## src/rtl/cfa_writeback_fifo_if.sv

```systemverilog
// cfa_writeback_fifo_if: write-request, frame-memory and status signals of the CFA write-back stage.
interface cfa_writeback_fifo_if #(
    parameter int addressBitWidth = 17,
    parameter int dataBitWidth    = 12
);
    logic                         frameStart;
    logic                         frameEnd;
    logic [addressBitWidth-1:0]   writeAddress;
    logic [2:0]                   writeEnable;
    logic [dataBitWidth-1:0]      greenWrite;
    logic [dataBitWidth-1:0]      redWrite;
    logic [dataBitWidth-1:0]      blueWrite;
    logic [addressBitWidth-1:0]   memAddress;
    logic [3*dataBitWidth-1:0]    memData;
    logic [2:0]                   memMask;
    logic                         memValid;
    logic                         memReady;
    logic                         fifoFull;
    logic                         fifoEmpty;
    logic                         overflow;
    logic                         protocolError;
    logic                         addrError;
    logic [addressBitWidth-1:0]   pixelsWritten;
    logic                         frameComplete;

    modport master (
        output frameStart, frameEnd, writeAddress, writeEnable, greenWrite, redWrite, blueWrite, memReady,
        input  memAddress, memData, memMask, memValid, fifoFull, fifoEmpty, overflow, protocolError,
               addrError, pixelsWritten, frameComplete
    );

    modport slave (
        input  frameStart, frameEnd, writeAddress, writeEnable, greenWrite, redWrite, blueWrite, memReady,
        output memAddress, memData, memMask, memValid, fifoFull, fifoEmpty, overflow, protocolError,
               addrError, pixelsWritten, frameComplete
    );
endinterface

```

## src/rtl/cfa_writeback_fifo.sv

```systemverilog
// cfa_writeback_fifo: frame-sequenced RGB write-back FIFO draining to frame memory over valid/ready.
// Define CFA_WB_ADDR_CHECK_EN to build the ascending-address checker behind addrError.
module cfa_writeback_fifo #(
    parameter int addressBitWidth = 17,
    parameter int dataBitWidth    = 12,
    parameter int fifoDepth       = 8,
    parameter int ptrBitWidth     = 3
) (
    input logic                 clk,
    input logic                 rst,
    cfa_writeback_fifo_if.slave bus
);
    typedef enum logic [1:0] {IDLE, RUN, FLUSH, DONE} state_t;
    typedef struct packed {
        logic [addressBitWidth-1:0] addr;
        logic [2:0]                 mask;
        logic [3*dataBitWidth-1:0]  data;
    } entry_t;

    localparam logic [ptrBitWidth:0] full_lvl = (ptrBitWidth + 1)'(fifoDepth);

    state_t                     state_q, state_d;
    entry_t                     mem_q [fifoDepth];
    entry_t                     mem_d [fifoDepth];
    logic [ptrBitWidth-1:0]     wr_ptr_q, wr_ptr_d, rd_ptr_q, rd_ptr_d;
    logic [ptrBitWidth:0]       count_q, count_d;
    logic [addressBitWidth-1:0] pix_q, pix_d;
    logic                       ovf_q, ovf_d, perr_q, perr_d;
    logic                       push, win, valid, full, pop, push_ok, start;
    entry_t                     entry, head;

    always_comb begin
        push    = |bus.writeEnable;
        win     = (state_q == RUN) || (state_q == FLUSH);
        valid   = count_q != '0;
        full    = count_q == full_lvl;
        pop     = valid & bus.memReady;
        push_ok = push & win & (!full | pop);
        start   = (state_q == IDLE) & bus.frameStart;
        entry.addr = bus.writeAddress;
        entry.mask = bus.writeEnable;
        entry.data = {bus.writeEnable[2] ? bus.greenWrite : '0,
                      bus.writeEnable[1] ? bus.redWrite   : '0,
                      bus.writeEnable[0] ? bus.blueWrite  : '0};
    end

    always_comb begin
        state_d = state_q;
        case (state_q)
            IDLE:    state_d = bus.frameStart ? RUN : IDLE;
            RUN:     state_d = bus.frameEnd ? FLUSH : RUN;
            FLUSH:   state_d = (!valid && !push) ? DONE : FLUSH;
            default: state_d = IDLE;
        endcase
    end

    always_comb begin
        mem_d = mem_q;
        if (push_ok)
            mem_d[wr_ptr_q] = entry;
        wr_ptr_d = wr_ptr_q + ptrBitWidth'(push_ok);
        rd_ptr_d = rd_ptr_q + ptrBitWidth'(pop);
        count_d  = count_q + (ptrBitWidth + 1)'(push_ok) - (ptrBitWidth + 1)'(pop);
        pix_d    = start ? '0 : (pop && pix_q != '1) ? pix_q + addressBitWidth'(1) : pix_q;
        ovf_d    = (ovf_q & !start) | (push & win & full & !pop);
        // frameStart while running is flagged even when frameEnd wins the same cycle
        perr_d   = (perr_q & !start) | (push & !win) | ((state_q == RUN) & bus.frameStart);
    end

    always_ff @(posedge clk or posedge rst) begin
        if (rst) begin
            state_q  <= IDLE;
            wr_ptr_q <= '0;
            rd_ptr_q <= '0;
            count_q  <= '0;
            pix_q    <= '0;
            ovf_q    <= 1'b0;
            perr_q   <= 1'b0;
        end else begin
            state_q  <= state_d;
            wr_ptr_q <= wr_ptr_d;
            rd_ptr_q <= rd_ptr_d;
            count_q  <= count_d;
            pix_q    <= pix_d;
            ovf_q    <= ovf_d;
            perr_q   <= perr_d;
        end
    end

    always_ff @(posedge clk)
        mem_q <= mem_d;

`ifdef CFA_WB_ADDR_CHECK_EN
    logic [addressBitWidth-1:0] last_q, last_d;
    logic                       seen_q, seen_d, aerr_q, aerr_d;

    always_comb begin
        last_d = push_ok ? bus.writeAddress : last_q;
        seen_d = (seen_q & !start) | push_ok;
        aerr_d = (aerr_q & !start) | (push_ok & seen_q & (bus.writeAddress <= last_q));
    end

    always_ff @(posedge clk or posedge rst) begin
        if (rst) begin
            last_q <= '0;
            seen_q <= 1'b0;
            aerr_q <= 1'b0;
        end else begin
            last_q <= last_d;
            seen_q <= seen_d;
            aerr_q <= aerr_d;
        end
    end

    assign bus.addrError = aerr_q;
`else
    assign bus.addrError = 1'b0;
`endif

    // head fields are gated so an empty FIFO presents all-zero memory outputs
    assign head              = mem_q[rd_ptr_q];
    assign bus.memValid      = valid;
    assign bus.memAddress    = valid ? head.addr : '0;
    assign bus.memMask       = valid ? head.mask : '0;
    assign bus.memData       = valid ? head.data : '0;
    assign bus.fifoFull      = full;
    assign bus.fifoEmpty     = !valid;
    assign bus.overflow      = ovf_q;
    assign bus.protocolError = perr_q;
    assign bus.pixelsWritten = pix_q;
    assign bus.frameComplete = state_q == DONE;
endmodule

```

## src/flat_wrapper.sv

```systemverilog
// flat-port wrapper written by rule: the top's interface ports become plain ports
module cfa_writeback_fifo_flat 
#(
    parameter int addressBitWidth = 17,
    parameter int dataBitWidth    = 12,
    parameter int fifoDepth       = 8,
    parameter int ptrBitWidth     = 3
)
  (clk, rst, bus_frameStart, bus_frameEnd, bus_writeAddress, bus_writeEnable, bus_greenWrite, bus_redWrite, bus_blueWrite, bus_memReady, bus_memAddress, bus_memData, bus_memMask, bus_memValid, bus_fifoFull, bus_fifoEmpty, bus_overflow, bus_protocolError, bus_addrError, bus_pixelsWritten, bus_frameComplete);
  cfa_writeback_fifo_if #(.addressBitWidth(addressBitWidth), .dataBitWidth(dataBitWidth)) bus_i ();
  input logic clk;
  input logic rst;
  input wire logic [$bits(bus_i.frameStart)-1:0] bus_frameStart;
  input wire logic [$bits(bus_i.frameEnd)-1:0] bus_frameEnd;
  input wire logic [$bits(bus_i.writeAddress)-1:0] bus_writeAddress;
  input wire logic [$bits(bus_i.writeEnable)-1:0] bus_writeEnable;
  input wire logic [$bits(bus_i.greenWrite)-1:0] bus_greenWrite;
  input wire logic [$bits(bus_i.redWrite)-1:0] bus_redWrite;
  input wire logic [$bits(bus_i.blueWrite)-1:0] bus_blueWrite;
  input wire logic [$bits(bus_i.memReady)-1:0] bus_memReady;
  output wire logic [$bits(bus_i.memAddress)-1:0] bus_memAddress;
  output wire logic [$bits(bus_i.memData)-1:0] bus_memData;
  output wire logic [$bits(bus_i.memMask)-1:0] bus_memMask;
  output wire logic [$bits(bus_i.memValid)-1:0] bus_memValid;
  output wire logic [$bits(bus_i.fifoFull)-1:0] bus_fifoFull;
  output wire logic [$bits(bus_i.fifoEmpty)-1:0] bus_fifoEmpty;
  output wire logic [$bits(bus_i.overflow)-1:0] bus_overflow;
  output wire logic [$bits(bus_i.protocolError)-1:0] bus_protocolError;
  output wire logic [$bits(bus_i.addrError)-1:0] bus_addrError;
  output wire logic [$bits(bus_i.pixelsWritten)-1:0] bus_pixelsWritten;
  output wire logic [$bits(bus_i.frameComplete)-1:0] bus_frameComplete;
  assign bus_i.frameStart = bus_frameStart;
  assign bus_i.frameEnd = bus_frameEnd;
  assign bus_i.writeAddress = bus_writeAddress;
  assign bus_i.writeEnable = bus_writeEnable;
  assign bus_i.greenWrite = bus_greenWrite;
  assign bus_i.redWrite = bus_redWrite;
  assign bus_i.blueWrite = bus_blueWrite;
  assign bus_i.memReady = bus_memReady;
  assign bus_memAddress = bus_i.memAddress;
  assign bus_memData = bus_i.memData;
  assign bus_memMask = bus_i.memMask;
  assign bus_memValid = bus_i.memValid;
  assign bus_fifoFull = bus_i.fifoFull;
  assign bus_fifoEmpty = bus_i.fifoEmpty;
  assign bus_overflow = bus_i.overflow;
  assign bus_protocolError = bus_i.protocolError;
  assign bus_addrError = bus_i.addrError;
  assign bus_pixelsWritten = bus_i.pixelsWritten;
  assign bus_frameComplete = bus_i.frameComplete;
  cfa_writeback_fifo #(.addressBitWidth(addressBitWidth), .dataBitWidth(dataBitWidth), .fifoDepth(fifoDepth), .ptrBitWidth(ptrBitWidth)) u_core (.clk(clk), .rst(rst), .bus(bus_i));
endmodule
```

## config.mk

```make
export PLATFORM = sky130hd
export DESIGN_NAME = cfa_writeback_fifo_flat
export DESIGN_NICKNAME = d
export VERILOG_FILES = /design/src/rtl/cfa_writeback_fifo_if.sv /design/src/rtl/cfa_writeback_fifo.sv /design/src/flat_wrapper.sv
export SDC_FILE = /design/constraint.sdc
export NUM_CORES = 1
export LEC_CHECK = 0
export ABC_AREA = 1
export CAP_MARGIN = 20
export CORE_MARGIN = 1.5
export CORE_UTILIZATION = 45
export DETAILED_ROUTE_END_ITERATION = 12
export GPL_ROUTABILITY_DRIVEN = 0
export GPL_TIMING_DRIVEN = 0
export PLACE_DENSITY = 0.61
export SYNTH_ARGS = -nofsm -noshare
export SYNTH_HDL_FRONTEND = slang
export SYNTH_SLANG_ARGS = --single-unit
```

## constraint.sdc

```tcl
create_clock -name clk -period 5.5 [get_ports clk]
set_clock_uncertainty 0.2 [all_clocks]
set_input_delay 0.55 -clock clk [delete_from_list [all_inputs] [get_ports clk]]
set_output_delay 0.55 -clock clk [all_outputs]
set_load 0.01 [all_outputs]
```

==> results by stage, run 1 <==
Clock network:
- The count of hold-fix buffers inserted at cts is 0.
- The TritonCTS clock tree is done.
- The number of buffers inserted during clock tree synthesis is 48.
- In this run the deepest clock path goes through 3 buffers.
- The clock tree synthesis step divided the H-tree into 2 levels.
- The insertion delay of the later-clocked pin in the worst-skew pair is 0.55 ns.
- The root buffer cell chosen for the clock tree is sky130_fd_sc_hd__clkbuf_16.
- The number of setup buffers added after CTS is 0.
- The total of cells resized after clock tree synthesis is 0.
- Counting every sink on the clock net gives 479.
- Clock-pin slew was measured on the worst setup and hold paths at 0.05 ns.

STA:
- Derived from the worst setup path, the maximum achievable clock frequency is 256 MHz.
- Dividing the final minimum period by the clock period gives slightly above 70%.
- The slew of the pin with the lowest slew margin is 0.868 ns.
- The final sum of negative setup slack is 0 ns.
- Measured against its own limit, the worst slew margin works out to a little over two fifths.
- Setup violations remaining at the end of the flow were counted as 0.
- Setup repair after global routing left no endpoint under its margin.
- The setup slack of the critical path after layout is 1.59 ns.
- The time the final worst path needs with I/O delays and setup is 3.91 ns.
- The number of max-slew violations in the final report came to 0.
- The final hold violation count is 0.

Setup path:
- In this design, the stage delay of the slowest critical-path cell is approximately 0.6 ns.
- The kind of capture point of the worst setup path is an output pin.
- The setup check on the worst reg-to-reg path leaves a slack of 2.05 ns.
- The cell type of the slowest stage on the worst timing path is sky130_fd_sc_hd__clkdlybuf4s50_1.
- STA classifies the critical path startpoint as a register.
- Walking the worst path, the cells encountered are inv_1, ha_1, nand2_2, buf_2, clkbuf_1, nand2_1, nor2_1, clkdlybuf4s50_1.
- The endpoint of the worst register-to-register path is u_core.mem_q[241]$_DFFE_PP_.
- The worst setup path is of the register to output pin kind.
- The number of cells on the worst reg-to-reg path is 9.
- The highest net fanout along the worst path is 10.
- In this run the critical register-to-register path is launched from u_core.count_q[2]$_DFF_PP0_.
- Data arrives at the worst endpoint at 3.16 ns.
- The required arrival time at the worst endpoint is roughly 4.8 ns.

Floorplan:
- 141 I/O pins were placed.
- The width of the chip is 212 µm.
- The initialized floorplan defines 76 standard-cell rows.
- Measured along the y axis, the die boundary spans 212 µm.
- The placeable core area is around 43000 µm².
- The overall die area is 44900 µm².
- The initial standard-cell utilization of the core is 45.6%.

Logic synthesis:
- The synthesized netlist contains 32 unique library cells.
- The number of nets produced by synthesis is 1707.
- Sequential elements use 72.4% of the synthesized area.
- The Yosys warning count is 0.
- In this run, synthesis produced a sequential element count of around 480.
- The netlist area before placement is 19700 µm².
- In the synthesized netlist, the number of instances is roughly 1600.
- Each instance of the synthesized netlist takes up on average 12.1 µm².

Layout:
- The filler cells instantiated in the layout total 3603.
- The multi-input combinational cells in the finished layout cover a total of 4650 µm².
- Cells fill a little over half of the core in the end.
- The sequential cells in the finished layout cover a total of 14200 µm².
- After the last flow step, the layout net total stands at 1913.
- Compared with the post-synthesis result, the final layout area differs by 20.3%.
- The number of diodes added for antenna fixing is 0.
- Of the cells placed in the final design, the portion with a size suffix greater than 1 is 8.03%.

Global route:
- The global routing usage summed across all routing layers is 22.8%.
- The residual overflow from global routing is 0.
- The initial antenna violation count came to 1.
- Entering global routing, the biggest net connects 28 pins.
- The number of global-route vias before repair is 12900.
- The first global-routing pass estimated around 76000 µm of wire.

Detailed routing:
- For this block, the routed nets add up to between 50000 and 60000 µm of wire.
- The first-iteration detailed-routing DRC count is 972.
- After detailed routing, the average wire length per cell comes to 20.8 µm.
- Using the TritonRoute via totals, the vias-per-cell ratio works out to 5.37.
- The final antenna-violating net count is 0.
- The final route contains 13200 vias.
- The remaining routing DRC violations is 0.
- Before antenna repair, the detailed router went through 5 iterations.

Power:
- The design draws 13400 µW.
- Across the VDD grid, the largest voltage drop is approximately 0.26 mV.
- For this design the ratio of total power to cell area is 565 nW/µm².
- Summed over all cells, the static leakage comes to 0.00852 µW.

Placement:
- Input and output buffers added on the ports amount to between 100 and 150.
- Summed over all nets, the half-perimeter wirelength after detailed placement is 32800 µm.
- The pre-CTS setup slack is 1.04 ns.

Min path:
- The path class of the tightest hold or removal check is primary input to async pin.

Job:
- Across the run, the number of max-cap violations was 0.

Outcome:
- The flow ran to the end, and the final reports show no timing, DRC or antenna violations.
[cell families (layout without fill, tap and decap cells)]
| group | count (synthesis) | count (layout) | synth area share (%) |
|---|---|---|---|
| xor+xnor | 5 | 5 | 0.223 |
| other cells | 1 | 1 | 0.0191 |
| buf+inv | 164 | 400 | 4.28 |
| fa+ha+maj | 15 | 15 | 0.993 |
| compound gates | 356 | 356 | 10.2 |
| simple gates | 611 | 611 | 12.0 |
| flops | 479 | 479 | 72.4 |
[per-stage QoR]
stage,cells,hold slack (ns),instance area [µm²]
3_5_place_dp,2372,0.304,22200
6_report,2452,0.132,23700
5_1_grt,2452,0.150,23700
2_1_floorplan,1631,0.283,19700
4_1_cts,2452,0.125,23700
3_3_place_gp,2355,0.296,21800
[layout make-up]
class	instances	area share, %
tap	585	3.09
clock inverter	9	0.270
multi-input combinational	988	19.7
clock buffer	71	5.79
sequential	479	60.2
buffer	101	2.53
timing repair buffer	156	7.48
inverter	63	1.02
[Yosys cell counts]
cell / number / share of area, %
sky130_fd_sc_hd__edfxtp_1: 448 / 68
sky130_fd_sc_hd__nor2_1: 428 / 8.2
sky130_fd_sc_hd__o21ai_0: 195 / 5.0
sky130_fd_sc_hd__nand2_1: 150 / 2.9
sky130_fd_sc_hd__inv_1: 61 / 1.2
sky130_fd_sc_hd__o211ai_1: 56 / 2.1
sky130_fd_sc_hd__o22ai_1: 56 / 1.8
sky130_fd_sc_hd__o21ai_1: 37 / 0.94
sky130_fd_sc_hd__clkbuf_1: 36 / 0.69
sky130_fd_sc_hd__buf_2: 35 / 0.89
sky130_fd_sc_hd__dfrtp_1: 31 / 3.9
sky130_fd_sc_hd__nand3_1: 21 / 0.53
sky130_fd_sc_hd__buf_6: 15 / 0.86
sky130_fd_sc_hd__ha_1: 14 / 0.89
sky130_fd_sc_hd__a21oi_1: 10 / 0.25
sky130_fd_sc_hd__buf_4: 9 / 0.34
sky130_fd_sc_hd__nand4_1: 9 / 0.29
sky130_fd_sc_hd__xor2_1: 4 / 0.18
sky130_fd_sc_hd__buf_1: 2 / 0.038
sky130_fd_sc_hd__clkbuf_2: 2 / 0.051
sky130_fd_sc_hd__a21o_1: 1 / 0.038
sky130_fd_sc_hd__a31oi_1: 1 / 0.032
sky130_fd_sc_hd__and3_1: 1 / 0.032
sky130_fd_sc_hd__buf_12: 1 / 0.10
sky130_fd_sc_hd__buf_8: 1 / 0.076
sky130_fd_sc_hd__conb_1: 1 / 0.019
sky130_fd_sc_hd__fa_1: 1 / 0.10
sky130_fd_sc_hd__inv_2: 1 / 0.019
sky130_fd_sc_hd__inv_6: 1 / 0.045
sky130_fd_sc_hd__nand2_2: 1 / 0.032
sky130_fd_sc_hd__nor3b_1: 1 / 0.038
sky130_fd_sc_hd__xnor2_1: 1 / 0.045
[per-layer routing]
metal  vias to the layer above  global-route usage (%)  share of wire [%]
met3                        78                    3.86                7.1
met5                         -                       0                  0
met2                       469                    37.0                 47
li1                       6176                       -                  -
met4                         0                    7.00                2.4
met1                      6454                    31.7                 43
[power by group]
group | total (µW) | internal (µW) | leakage, µW | switching (µW)
sequential | 4790 | 4640 | 0.00450 | 146
clock | 3030 | 1750 | 0.000700 | 1280
combinational | 5530 | 2090 | 0.00332 | 3450
total | 13400 | 8480 | 0.00852 | 4870
[how the worst max path moves through the flow]
stage	from	end	slack, ns	cells past startpoint
5_1_grt	u_core.count_q[2]$_DFF_PP0_	bus_memMask[0]	1.43	8
3_5_place_dp	bus_writeEnable[1]	u_core.mem_q[240]$_DFFE_PP_	1.04	9
6_report	u_core.count_q[2]$_DFF_PP0_	bus_memData[29]	1.59	8
3_3_place_gp	bus_writeEnable[1]	u_core.mem_q[240]$_DFFE_PP_	-2.53	7
2_1_floorplan	u_core.state_q[0]$_DFF_PP0_	u_core.mem_q[0]$_DFFE_PP_	1.34	6
4_1_cts	u_core.count_q[2]$_DFF_PP0_	bus_memData[24]	1.55	8
[critical path, delay by kind of cell (launching register included)]
| kind | cells | cell delay, ns |
|---|---|---|
| buffers and inverters | 4 | 1.52 |
| AND/OR/NAND/NOR | 3 | 0.56 |
| flip-flops | 1 | 0.31 |
| adder cells (fa/ha/maj) | 1 | 0.21 |
[registers in the layout, indices dropped and copies added (netlist names)]
register                  cells
u_core.bus.overflow           1
u_core.bus.pixelsWritten     17
u_core.bus.protocolError      1
u_core.count_q                4
u_core.mem_q                448
u_core.rd_ptr_q               3
u_core.state_q                2
u_core.wr_ptr_q               3
[placed cells by master (no fill, tap or decap)]
cell type	n
sky130_fd_sc_hd__buf_8	1
sky130_fd_sc_hd__clkbuf_1	52
sky130_fd_sc_hd__edfxtp_1	448
sky130_fd_sc_hd__clkdlybuf4s50_1	139
sky130_fd_sc_hd__xor2_1	4
sky130_fd_sc_hd__xnor2_1	1
sky130_fd_sc_hd__conb_1	1
sky130_fd_sc_hd__clkbuf_16	49
sky130_fd_sc_hd__o22ai_1	56
sky130_fd_sc_hd__a21o_1	1
sky130_fd_sc_hd__buf_1	2
sky130_fd_sc_hd__inv_6	1
sky130_fd_sc_hd__dfrtp_1	31
sky130_fd_sc_hd__buf_16	5
sky130_fd_sc_hd__nor2_1	420
sky130_fd_sc_hd__buf_12	13
sky130_fd_sc_hd__nand4_1	9
sky130_fd_sc_hd__ha_1	14
sky130_fd_sc_hd__clkbuf_8	6
sky130_fd_sc_hd__clkinv_2	3
sky130_fd_sc_hd__o21ai_0	195
sky130_fd_sc_hd__nor2_4	8
sky130_fd_sc_hd__o21ai_1	37
sky130_fd_sc_hd__fa_1	1
sky130_fd_sc_hd__a31oi_1	1
sky130_fd_sc_hd__buf_2	35
sky130_fd_sc_hd__buf_6	15
sky130_fd_sc_hd__clkinv_1	5
sky130_fd_sc_hd__bufinv_16	1
sky130_fd_sc_hd__clkbuf_2	2
sky130_fd_sc_hd__a21oi_1	10
sky130_fd_sc_hd__buf_4	9
sky130_fd_sc_hd__nand3_1	21
sky130_fd_sc_hd__nand2_2	1
sky130_fd_sc_hd__o211ai_1	56
sky130_fd_sc_hd__inv_1	61
sky130_fd_sc_hd__nor3b_1	1
sky130_fd_sc_hd__inv_2	1
sky130_fd_sc_hd__nand2_1	150
sky130_fd_sc_hd__and3_1	1
Power figures use the tool's default switching activity.
==> run 2, diff against run 1 <==
- PLACE_DENSITY: 0.61 -> 0.63
- clock period: 5.5 -> 3.2 ns (I/O delays scaled with it)
==> run 2 against run 1 <==
Critical path depth increased by 1. Via count increased by 1.2%. Die area unchanged. Non-clock buffer count increased by 9. Count of clock-buffer cells in the layout decreased by 12. First-iteration DRC count increased by 19%. Wire length increased by 1.1%. Critical path type unchanged. Clock power increased by 100%. Critical endpoint is now bus_memData[2]. Flip-flop and latch count unchanged.
==> results by stage, run 2 (synthesis gave the netlist of run 1 again) <==
Outcome:
- The flow ran to the end, and the final reports show no timing, DRC or antenna violations.

Detailed routing:
- The overall via count from detail_route is 13300 (+1.2%).
- The highest metal layer with signal wires is met4.
- The number of iterations in the first detailed-routing pass is 5 (unchanged).
- The total detailed-routing wirelength is 51500 µm (+1.1%).
- The remaining routing DRC violations is 0 (unchanged).
- The length of routed wiring on met1 is 22100 µm (+0.12%).
- The final antenna-violating net count is 0 (unchanged).
- The final routed wire length divided by cell count is 20.8 µm (+0.24%).
- The average via count per standard cell is 5.39 (+0.37%).
- The met2 wirelength from detailed routing came to 24100 µm (about the same).
- The first-iteration detailed-routing DRC count came to 1157 (+19%).
- The total met3 wirelength after detailed routing is 4050 µm (+13%).

Setup path:
- The startpoint class of the critical path is a register.
- The number of buffer and inverter stages on the critical path was 5 (+1).
- The worst stage delay on the critical path is 0.62 ns (+0.02 ns).
- The kind of cell with the highest combined delay along the critical path is buffers and inverters.
- The path type of the worst setup path is register to output pin.
- The startpoint identified for the worst register-to-register timing path is u_core.count_q[2]$_DFF_PP0_.
- The capturing instance or port of the critical path is bus_memData[2].
- The most numerous cell type found on the critical path is sky130_fd_sc_hd__nor2_1.
- For this design, the slowest cell found on the critical path is sky130_fd_sc_hd__clkdlybuf4s50_1.
- The number of logic stages on the critical path including buffering was 9 (+1).
- The highest net fanout along the worst path came to 10 (unchanged).
- The arrival time of the worst setup path is 2.65 ns (-0.51 ns).
- The endpoint of the worst register-to-register path is u_core.mem_q[216]$_DFFE_PP_.
- The critical path goes through buf_8, inv_6, buf_12, buf_6, nor2_1, o22ai_1, nor2_1, nor2_1, clkdlybuf4s50_1.
- The number of cells on the worst reg-to-reg path is 7 (-2).
- STA classifies the critical path endpoint as an output pin.
- The setup slack on the worst flop-to-flop path came to 0.26 ns (-1.79 ns).
- The critical path startpoint is u_core.rd_ptr_q[0]$_DFF_PP0_.
- The required arrival time at the worst endpoint is 2.68 ns (-2.07 ns).

STA:
- The setup slack of the critical path after layout came to 0.0303 ns (-1.56 ns).
- The max-slew headroom at the worst pin is 46.1% (+4.1 points).
- The final hold violation count is 0 (unchanged).
- The number of max-slew violations in the final report is 0 (unchanged).
- Setup repair after global routing could not meet its margin everywhere.
- Dividing the final minimum period by the clock period gives 99.1%.
- The total of endpoints with negative setup slack in the final report is 0 (unchanged).
- The slew of the pin with the lowest slew margin is 0.809 ns (-0.0590 ns).
- The time the final worst path needs with I/O delays and setup is between 3 and 4 ns.
- The fmax is 315 MHz.

Global route:
- The initial antenna violation count is 1 (unchanged).
- The global routing usage summed across all routing layers came to 23.1% (+0.28 points).
- The number of global-route vias before repair is 13000 (+0.79%).
- The residual overflow from global routing is 0 (unchanged).
- The wire length of the first global-routing pass was 77100 µm (+0.92%).
- The largest net degree at the start of global routing is 25 (-11%).

Floorplan:
- The height of the die was 212 µm (unchanged).
- The I/O pin count came to 141 (unchanged).
- The overall die area is 44900 µm² (unchanged).
- The initial standard-cell utilization of the core is 45.6% (unchanged).
- The placeable core area came to 43100 µm² (unchanged).
- The width of the chip is 212 µm (unchanged).
- The count of standard-cell rows is 76 (unchanged).

Power:
- The leakage power was 0.00912 µW (+7.0%).
- The worst voltage drop across the vdd grid is 0.624 mV (+140%).
- The power per standard cell area is 991 nW/µm² (+75%).

Clock network:
- The total number of clock tree sinks is 479 (unchanged).
- The worst-case clock buffer depth came to 3 (unchanged).
- The insertion delay of the later-clocked pin in the worst-skew pair is 0.57 ns (+0.02 ns).
- In this run the clock root is driven by a sky130_fd_sc_hd__clkbuf_16.
- The H-tree depth is 2 (unchanged).
- The number of buffers inserted during clock tree synthesis is 49 (+2.1%).
- The TritonCTS clock tree is done.
- The clock-pin slew reported for the worst setup and hold paths after clock tree synthesis is 0.06 ns (about the same).

Layout:
- The final net count is 1924 (+0.58%).
- The area growth from synthesis to layout is 23.7%.
- The share of final-layout standard cells stronger than drive strength 1 is 11.7% (+3.6 points).
- The post-route core utilization was 56.4% (+1.5 points).
- In the layout the commonest cells are sky130_fd_sc_hd__edfxtp_1, sky130_fd_sc_hd__nor2_1, sky130_fd_sc_hd__o21ai_0.
- The register with the most flip-flops in the final layout is u_core.mem_q.
- The number of flip-flops under the largest register name is 448 (unchanged).
- The library cell used most frequently in the layout, excluding fill and tap cells, is sky130_fd_sc_hd__edfxtp_1.

Placement:
- The quantity of I/O buffers inserted on ports came to 139 (unchanged).
- The pre-CTS setup slack is -0.856 ns (-1.90 ns).
- The half-perimeter wire length of the detailed placement result is 32300 µm (-1.6%).

Job:
- The number of max-capacitance violations reported came to 0 (unchanged).

Min path:
- The worst min-delay path category is primary input to register.
run 2: tightest hold or removal path: stages:
cell	delay [ns]
sky130_fd_sc_hd__clkdlybuf4s50_1	0.43
sky130_fd_sc_hd__nand2_1	0.08
sky130_fd_sc_hd__nand3_1	0.09
run 2: area by class of cell:
class / instances / area [µm²]
clock buffer: 59 / 1300
buffer: 101 / 810
timing repair buffer: 165 / 1880
sequential: 479 / 14200
inverter: 63 / 241
clock inverter: 30 / 413
antenna: 1 / 2.50
tap: 585 / 732
fill: 3467 / 18800
multi-input combinational: 989 / 4700
run 2: worst min path at each step:
stage                                             start                                  endpoint  slack [ns]  depth (start not counted)
3_3_place_gp   u_core.bus.pixelsWritten[16]$_DFFE_PP0P_  u_core.bus.pixelsWritten[16]$_DFFE_PP0P_        0.30                          2
6_report                                 bus_frameStart        u_core.bus.protocolError$_DFF_PP0_        0.21                          3
4_1_cts                                  bus_frameStart        u_core.bus.protocolError$_DFF_PP0_        0.18                          3
3_5_place_dp               u_core.wr_ptr_q[2]$_DFF_PP0_              u_core.wr_ptr_q[2]$_DFF_PP0_        0.31                          1
5_1_grt                                  bus_frameStart        u_core.bus.protocolError$_DFF_PP0_        0.19                          3
2_1_floorplan                                       rst             u_core.bus.overflow$_DFF_PP0_        0.22                          1
run 2: layer usage:
| layer | GRT usage, % | vias to the layer above |
|---|---|---|
| met4 | 7.76 | 0 |
| li1 | - | 6217 |
| met5 | 0 | - |
| met3 | 4.59 | 71 |
| met2 | 36.9 | 525 |
| met1 | 31.8 | 6521 |
run 2: timing repair:
item                       in CTS  in global routing
hold buffers                    1                  0
gates cloned                    1                  0
setup endpoints to repair     237                171
buffers inserted                4                  4
hold endpoints to repair       10                  0
gates resized for setup       104                 44
pin swaps                       7                  4
run 2: report_power, final:
part | switching, µW | internal [µW]
logic | 6060 | 3710
registers | 255 | 7980
clock network | 2370 | 3710
total | 8690 | 15400
run 2: stage by stage:
stage	total power (µW)	instance area, µm²	hold WS [ns]	cells	setup TNS (ns)
after global routing	25300	24300	0.192	2471	-0.346
after detailed placement	17900	22200	0.305	2372	-255.45
final	24100	24300	0.206	2472	0
after floorplan	13500	19700	0.219	1631	-35.13
after CTS	24200	24200	0.181	2467	0
after global placement	17600	21800	0.297	2355	-1121.18
